File: src/rtl/neuro_fixed_pkg.sv
// Shared Q4.14 fixed-point definitions for the cortical column datapath.
// Holds the sample format, unit constants and the common saturator.
package neuro_fixed_pkg;

    localparam int WIDTH = 18;
    localparam int FRAC  = 14;
    localparam int ONE   = 16384;
    localparam int TWO   = 32768;
    localparam int SUMW  = WIDTH + 2;

    function automatic logic signed [WIDTH-1:0] sat_q14(
        input logic signed [SUMW-1:0] v,
        input int                     clamp
    );
        logic signed [SUMW-1:0] hi;
        logic signed [SUMW-1:0] lo;
        hi = SUMW'(clamp);
        lo = -hi;
        if (v > hi)
            sat_q14 = hi[WIDTH-1:0];
        else if (v < lo)
            sat_q14 = lo[WIDTH-1:0];
        else
            sat_q14 = v[WIDTH-1:0];
    endfunction

endpackage

File: src/rtl/l1_feedback_source_if.sv
// Sample bundle between the column sources and the L1 feedback filter.
// master drives raw samples and strobes, slave returns filtered outputs.
interface l1_feedback_source_if;
    import neuro_fixed_pkg::*;

    logic                    clk_en;
    logic                    hold;
    logic signed [WIDTH-1:0] adjacent_l5_in;
    logic signed [WIDTH-1:0] distant_l5_in;
    logic signed [WIDTH-1:0] matrix_drive_in;
    logic signed [WIDTH-1:0] feedback_input_1;
    logic signed [WIDTH-1:0] feedback_input_2;
    logic signed [WIDTH-1:0] matrix_thalamic_input;
    logic                    settled;

    modport master (
        output clk_en, hold,
        output adjacent_l5_in, distant_l5_in, matrix_drive_in,
        input  feedback_input_1, feedback_input_2,
        input  matrix_thalamic_input, settled
    );

    modport slave (
        input  clk_en, hold,
        input  adjacent_l5_in, distant_l5_in, matrix_drive_in,
        output feedback_input_1, feedback_input_2,
        output matrix_thalamic_input, settled
    );

endinterface

File: src/rtl/ema_sat_q14.sv
// Shift-based exponential moving average with output saturation.
// The shift floors toward -inf, so tiny negative steps still move y.
module ema_sat_q14
    import neuro_fixed_pkg::*;
#(
    parameter int SHIFT = 2,
    parameter int CLAMP = TWO
) (
    input  logic                    clk,
    input  logic                    rst,
    input  logic                    en,
    input  logic signed [WIDTH-1:0] x,
    output logic signed [WIDTH-1:0] y
);

    logic signed [WIDTH:0]   diff;
    logic signed [WIDTH:0]   step;
    logic signed [SUMW-1:0]  sum;

    always_comb begin
        diff = {x[WIDTH-1], x} - {y[WIDTH-1], y};
        step = diff >>> SHIFT;
        sum  = {{2{y[WIDTH-1]}}, y} + {step[WIDTH], step};
    end

    always_ff @(posedge clk) begin
        if (rst)
            y <= '0;
        else if (en)
            y <= sat_q14(sum, CLAMP);
    end

endmodule

File: src/rtl/l1_feedback_source.sv
// Layer 1 apical-modulation source: three filtered feedback paths,
// a conduction delay on the distant path and a settle indicator.
module l1_feedback_source
    import neuro_fixed_pkg::*;
#(
    parameter int FB1_SHIFT    = 2,
    parameter int FB2_SHIFT    = 3,
    parameter int MATRIX_SHIFT = 4,
    parameter int FB2_DELAY    = 4,
    parameter int SETTLE_TICKS = 64,
    parameter int CLAMP        = TWO
) (
    input  logic                  clk,
    input  logic                  rst,
    l1_feedback_source_if.slave   io
);

    localparam int CW = $clog2(SETTLE_TICKS + 1);

    logic                    upd;
    logic signed [WIDTH-1:0] dline [FB2_DELAY];
    logic [CW-1:0]           cnt;

    // The delay line follows clk_en alone; hold only freezes filters.
    assign upd = io.clk_en & ~io.hold;

    always_ff @(posedge clk) begin
        if (rst) begin
            for (int i = 0; i < FB2_DELAY; i++)
                dline[i] <= '0;
        end else if (io.clk_en) begin
            dline[0] <= io.distant_l5_in;
            for (int i = 1; i < FB2_DELAY; i++)
                dline[i] <= dline[i-1];
        end
    end

    always_ff @(posedge clk) begin
        if (rst)
            cnt <= '0;
        else if (upd && cnt != CW'(SETTLE_TICKS))
            cnt <= cnt + 1'b1;
    end

    assign io.settled = (cnt == CW'(SETTLE_TICKS));

    ema_sat_q14 #(
        .SHIFT (FB1_SHIFT),
        .CLAMP (CLAMP)
    ) u_fb1 (
        .clk (clk),
        .rst (rst),
        .en  (upd),
        .x   (io.adjacent_l5_in),
        .y   (io.feedback_input_1)
    );

    ema_sat_q14 #(
        .SHIFT (FB2_SHIFT),
        .CLAMP (CLAMP)
    ) u_fb2 (
        .clk (clk),
        .rst (rst),
        .en  (upd),
        .x   (dline[FB2_DELAY-1]),
        .y   (io.feedback_input_2)
    );

    ema_sat_q14 #(
        .SHIFT (MATRIX_SHIFT),
        .CLAMP (CLAMP)
    ) u_mtx (
        .clk (clk),
        .rst (rst),
        .en  (upd),
        .x   (io.matrix_drive_in),
        .y   (io.matrix_thalamic_input)
    );

endmodule

File: src/flat_wrapper.sv
// flat-port wrapper written by rule: the top's interface ports become plain ports
module l1_feedback_source_flat import neuro_fixed_pkg::*;
#(
    parameter int FB1_SHIFT    = 2,
    parameter int FB2_SHIFT    = 3,
    parameter int MATRIX_SHIFT = 4,
    parameter int FB2_DELAY    = 4,
    parameter int SETTLE_TICKS = 64,
    parameter int CLAMP        = TWO
)
  (clk, rst, io_clk_en, io_hold, io_adjacent_l5_in, io_distant_l5_in, io_matrix_drive_in, io_feedback_input_1, io_feedback_input_2, io_matrix_thalamic_input, io_settled);
  l1_feedback_source_if io_i ();
  input  logic clk;
  input  logic rst;
  input wire logic [$bits(io_i.clk_en)-1:0] io_clk_en;
  input wire logic [$bits(io_i.hold)-1:0] io_hold;
  input wire logic [$bits(io_i.adjacent_l5_in)-1:0] io_adjacent_l5_in;
  input wire logic [$bits(io_i.distant_l5_in)-1:0] io_distant_l5_in;
  input wire logic [$bits(io_i.matrix_drive_in)-1:0] io_matrix_drive_in;
  output wire logic [$bits(io_i.feedback_input_1)-1:0] io_feedback_input_1;
  output wire logic [$bits(io_i.feedback_input_2)-1:0] io_feedback_input_2;
  output wire logic [$bits(io_i.matrix_thalamic_input)-1:0] io_matrix_thalamic_input;
  output wire logic [$bits(io_i.settled)-1:0] io_settled;
  assign io_i.clk_en = io_clk_en;
  assign io_i.hold = io_hold;
  assign io_i.adjacent_l5_in = io_adjacent_l5_in;
  assign io_i.distant_l5_in = io_distant_l5_in;
  assign io_i.matrix_drive_in = io_matrix_drive_in;
  assign io_feedback_input_1 = io_i.feedback_input_1;
  assign io_feedback_input_2 = io_i.feedback_input_2;
  assign io_matrix_thalamic_input = io_i.matrix_thalamic_input;
  assign io_settled = io_i.settled;
  l1_feedback_source #(.FB1_SHIFT(FB1_SHIFT), .FB2_SHIFT(FB2_SHIFT), .MATRIX_SHIFT(MATRIX_SHIFT), .FB2_DELAY(FB2_DELAY), .SETTLE_TICKS(SETTLE_TICKS), .CLAMP(CLAMP)) u_core (.clk(clk), .rst(rst), .io(io_i));
endmodule
File: config.mk
export PLATFORM = sky130hd
export DESIGN_NAME = l1_feedback_source_flat
export DESIGN_NICKNAME = d
export VERILOG_FILES = /design/src/rtl/neuro_fixed_pkg.sv /design/src/rtl/l1_feedback_source_if.sv /design/src/rtl/ema_sat_q14.sv /design/src/rtl/l1_feedback_source.sv /design/src/flat_wrapper.sv
export SDC_FILE = /design/constraint.sdc
export NUM_CORES = 1
export LEC_CHECK = 0
export ABC_AREA = 1
export BUFFER_PORTS_ARGS = -buffer_cell sky130_fd_sc_hd__buf_4
export CORE_MARGIN = 2
export CORE_UTILIZATION = 50
export DETAILED_ROUTE_END_ITERATION = 12
export PLACE_DENSITY = 0.72
export SLEW_MARGIN = 25
export SYNTH_ARGS = -nofsm -noshare
export SYNTH_HDL_FRONTEND = slang
export SYNTH_SLANG_ARGS = --single-unit
File: constraint.sdc
create_clock -name clk -period 3.65 [get_ports clk]
set_input_delay 0.365 -clock clk [delete_from_list [all_inputs] [get_ports clk]]
set_output_delay 0.365 -clock clk [all_outputs]
set_load 0.01 [all_outputs]
==> results by group <==
Floorplan
  – Io pins: roughly 110
  – Die ar.: 0.0251 mm²
  – Die Ht: 158 µm
  – Die width: about 160 µm
  – Core region area: between 0.02 and 0.025 mm²
  – Initial Util: 50.9%
  – Cell Rows: 56

Power
  – P per Cell Area: just over 700 mW/mm²
  – Seq pwr share: between 10% and 20%
  – Worst VDD drop: between 0.0004 and 0.0005 V
  – Switching share of total power: 47.6%
  – P_leak: around 0.0084 µW
  – Clk network pwr share: 15.1%
  – Combinational Power Share: roughly 70%
  – P_int: around 6600 µW
  – Total power: ~13000 µW
  – P_sw: around 6000 µW

CTS
  – Cts bufs inserted: 17
  – Clock sinks: approximately 130
  – CTS Buffer Depth: 2
  – H-tree depth: 4
  – CTS tree: yes
  – Clock latency on the worst-skew pair: between 0.4 and 0.5 ns
  – Register clock-pin slew on the reported worst setup and hold paths: approximately 0.07 ns
  – Root buffer cell: clkbuf_16
  – Hold Buf Count CTS: 0

Worst setup path
  – CP Data Required Time: between 3 and 4 ns
  – Crit path max-delay family: simple AND/OR/NAND/NOR gates
  – CP arrival: 4.18 ns
  – CP max stage delay: approximately 0.4 ns
  – Setup slack, reg-to-reg: -0.24 ns
  – Slowest CP cell: ha_1
  – Setup CP Type: reg2reg
  – Worst setup SP type: flop
  – CP Capture Type: flop
  – Worst Path Max Fanout: 7
  – Critical path buffers and inverters: 4
  – Crit-path most repeated cell: nand2_1

Synth
  – EDFF count, synth: 72
  – Primary FF master, synth: edfxtp_1
  – Synth cell count leaders: nand2_1, inv_1, nor2_1
  – Avg Cell Area, Syn: 6.59 µm²
  – Count leader, synth: nand2_1
  – Yosys top cell by area: edfxtp_1
  – Synth cell types: 50
  – Syn Std Cell Area: 0.0119 mm²
  – Synth warn: 0
  – Async set-or-reset flop fraction in the synthesized netlist: 0%
  – Syn Inst Count: roughly 1800
  – Syn_nets: between 1500 and 2000
  – Seq cells post-synth: between 100 and 150
  – Top post-synthesis cells by area: edfxtp_1, nand2_1, ha_1, dfxtp_1, inv_1
  – Top cell type's share of synthesized area: between 10% and 20%
  – Sequential element share of the synthesized area: between 20% and 30%

Placement
  – GP Congestion: between 0.9 and 1
  – Port Buf Inserts: between 100 and 150
  – DP Area: about 0.014 mm²
  – Hpwl dp: between 20 and 25 mm

Job
  – Max-Cap Viols: 0

STA
  – Final period util: 107%
  – Final Hold Vio Count: 0
  – Slew headroom: 31.5%
  – Final worst slack: -0.243 ns
  – Total Neg Setup Slack: -6.46 ns
  – Period minus WS final: 3.89 ns
  – Fin Clk Skew: roughly 0.013 ns
  – Max Slew Vio Count: 0
  – RSZ-0062 raised after global routing: yes
  – Worst slew pin tran: just over 1 ns
  – # setup viols final: 45
  – Achievable Freq: 257 MHz

Finish
  – Fill count: around 1700
  – Area growth syn-to-layout: 49.1%
  – Inserted Diodes: 0
  – Final #Nets: 2327
  – Share of layout cells above drive strength 1: about two fifths
  – Post-route cell area: about 0.018 mm²

Detailed routing
  – Detail Route Antenna Nets: 0
  – Drt pass-1 iters: 8
  – Via count: ~13000
  – Post-route DRC: 0
  – First-iteration detailed-routing DRC count: about 1000
  – Drt via density: approximately 5.3
  – Post-Route WL: 39.5 mm
  – Drt wl/cell: approximately 16 µm

Outcome
  – Status: complete, but fails checks
  – Failing checks: setup timing

GRT
  – Number of global-route vias before repair: 11800
  – Overflow after GRT: 0
  – First-pass GRT wire length: roughly 55 mm
  – Total track usage: 27.5%
  – Largest net degree at the start of global routing: 55
  – Initial antenna violation count: 0

Worst hold path
  – Worst min path class: in2reg
final cells by class:
cell class	count	area [µm²]	share of cell area, %
flip-flops and latches	133	3390	19.1
clock inverters	15	209	1.18
clock buffers	17	425	2.40
inverters	329	1240	6.98
repair buffers	357	2770	15.6
well taps	319	399	2.25
multi-input cells	1320	9320	52.5
power groups by stage:
stage	Clock (µW)	Sequential [µW]	Combinational, µW
after global placement	0	1830	5910
final	1890	1820	8810
after CTS	1900	1810	6740
after floorplan	0	1910	3800
after detailed placement	0	1830	5990
after global routing	1960	1830	9410
flip-flops by register name, indices dropped and copies added (netlist names):
name / flops
u_core.cnt: 7
u_core.dline: 72
u_core.u_fb1.y: 18
u_core.u_fb2.y: 18
u_core.u_mtx.y: 18
path summary, 6_finish.rpt:
path,from,to,depth (start not counted)
setup / recovery,u_core.u_fb1.y[2],u_core.u_fb1.y[9],26
setup reg to reg,u_core.u_fb1.y[2],u_core.u_fb1.y[9],26
hold reg to reg,u_core.cnt[6],u_core.cnt[6],2
hold / removal,io_distant_l5_in[6],u_core.dline[0][6],3
kinds of logic after synthesis:
group,share of synthesized area (%)
fa+ha+maj,11.9
compound gates,11.2
flops,28.4
simple gates,32.0
xor+xnor,4.78
buf+inv,11.7
worst register-to-register path, delay by kind of cell (launching register included):
family | cells | cell delay, ns
and+or+nand+nor | 12 | 1.21
xor gates and xnor gates | 1 | 0.16
adders and majority gates | 2 | 0.63
AOI/OAI and AO/OA | 7 | 0.99
DFF | 1 | 0.34
buffers and inverters | 4 | 0.43
metal layers:
metal  vias up  part of all wire [%]  global-route usage (%)
li1       6414                     -                       -
met1      6136                    42                    35.6
met2       505                    49                    47.2
met3       137                   5.2                    3.89
met4         0                   3.8                    9.35
met5         -                     0                       0
per-stage QoR:
step / cells / hold WS (ns) / worst slack (ns) / util (%)
3_3_place_gp: 2403 / 0.460 / -0.295 / 61.9
5_1_grt: 2490 / 0.215 / -0.512 / 75.9
4_1_cts: 2461 / 0.212 / -0.175 / 68.0
6_report: 2490 / 0.220 / -0.243 / 75.9
3_5_place_dp: 2403 / 0.461 / -0.386 / 61.9
2_1_floorplan: 1808 / 0.446 / 0.0506 / -
placed cells by master, fill, tap and decap left out, types with 21 or more instances in the layout:
cell type and instances:
a21oi_2 68, inv_1 293, nand3_1 50, xnor2_1 23
ha_4 43, buf_4 345, dfxtp_1 53, xor2_1 33
nand2_4 28, nand2_2 124, a21oi_1 83, edfxtp_1 72
nor2_4 21, nand2_1 410, inv_2 33, nor2_1 143
ha_1 53, nor2_2 34
timing repair:
| action | 4_1_cts | 5_1_grt |
|---|---|---|
| setup buffers | 24 | 27 |
| cloned | 3 | 3 |
| setup endpoints to repair | 50 | 54 |
| pin swaps | 72 | 136 |
| gates resized for setup | 145 | 372 |
No activity file was read; power rests on OpenSTA's default activity.
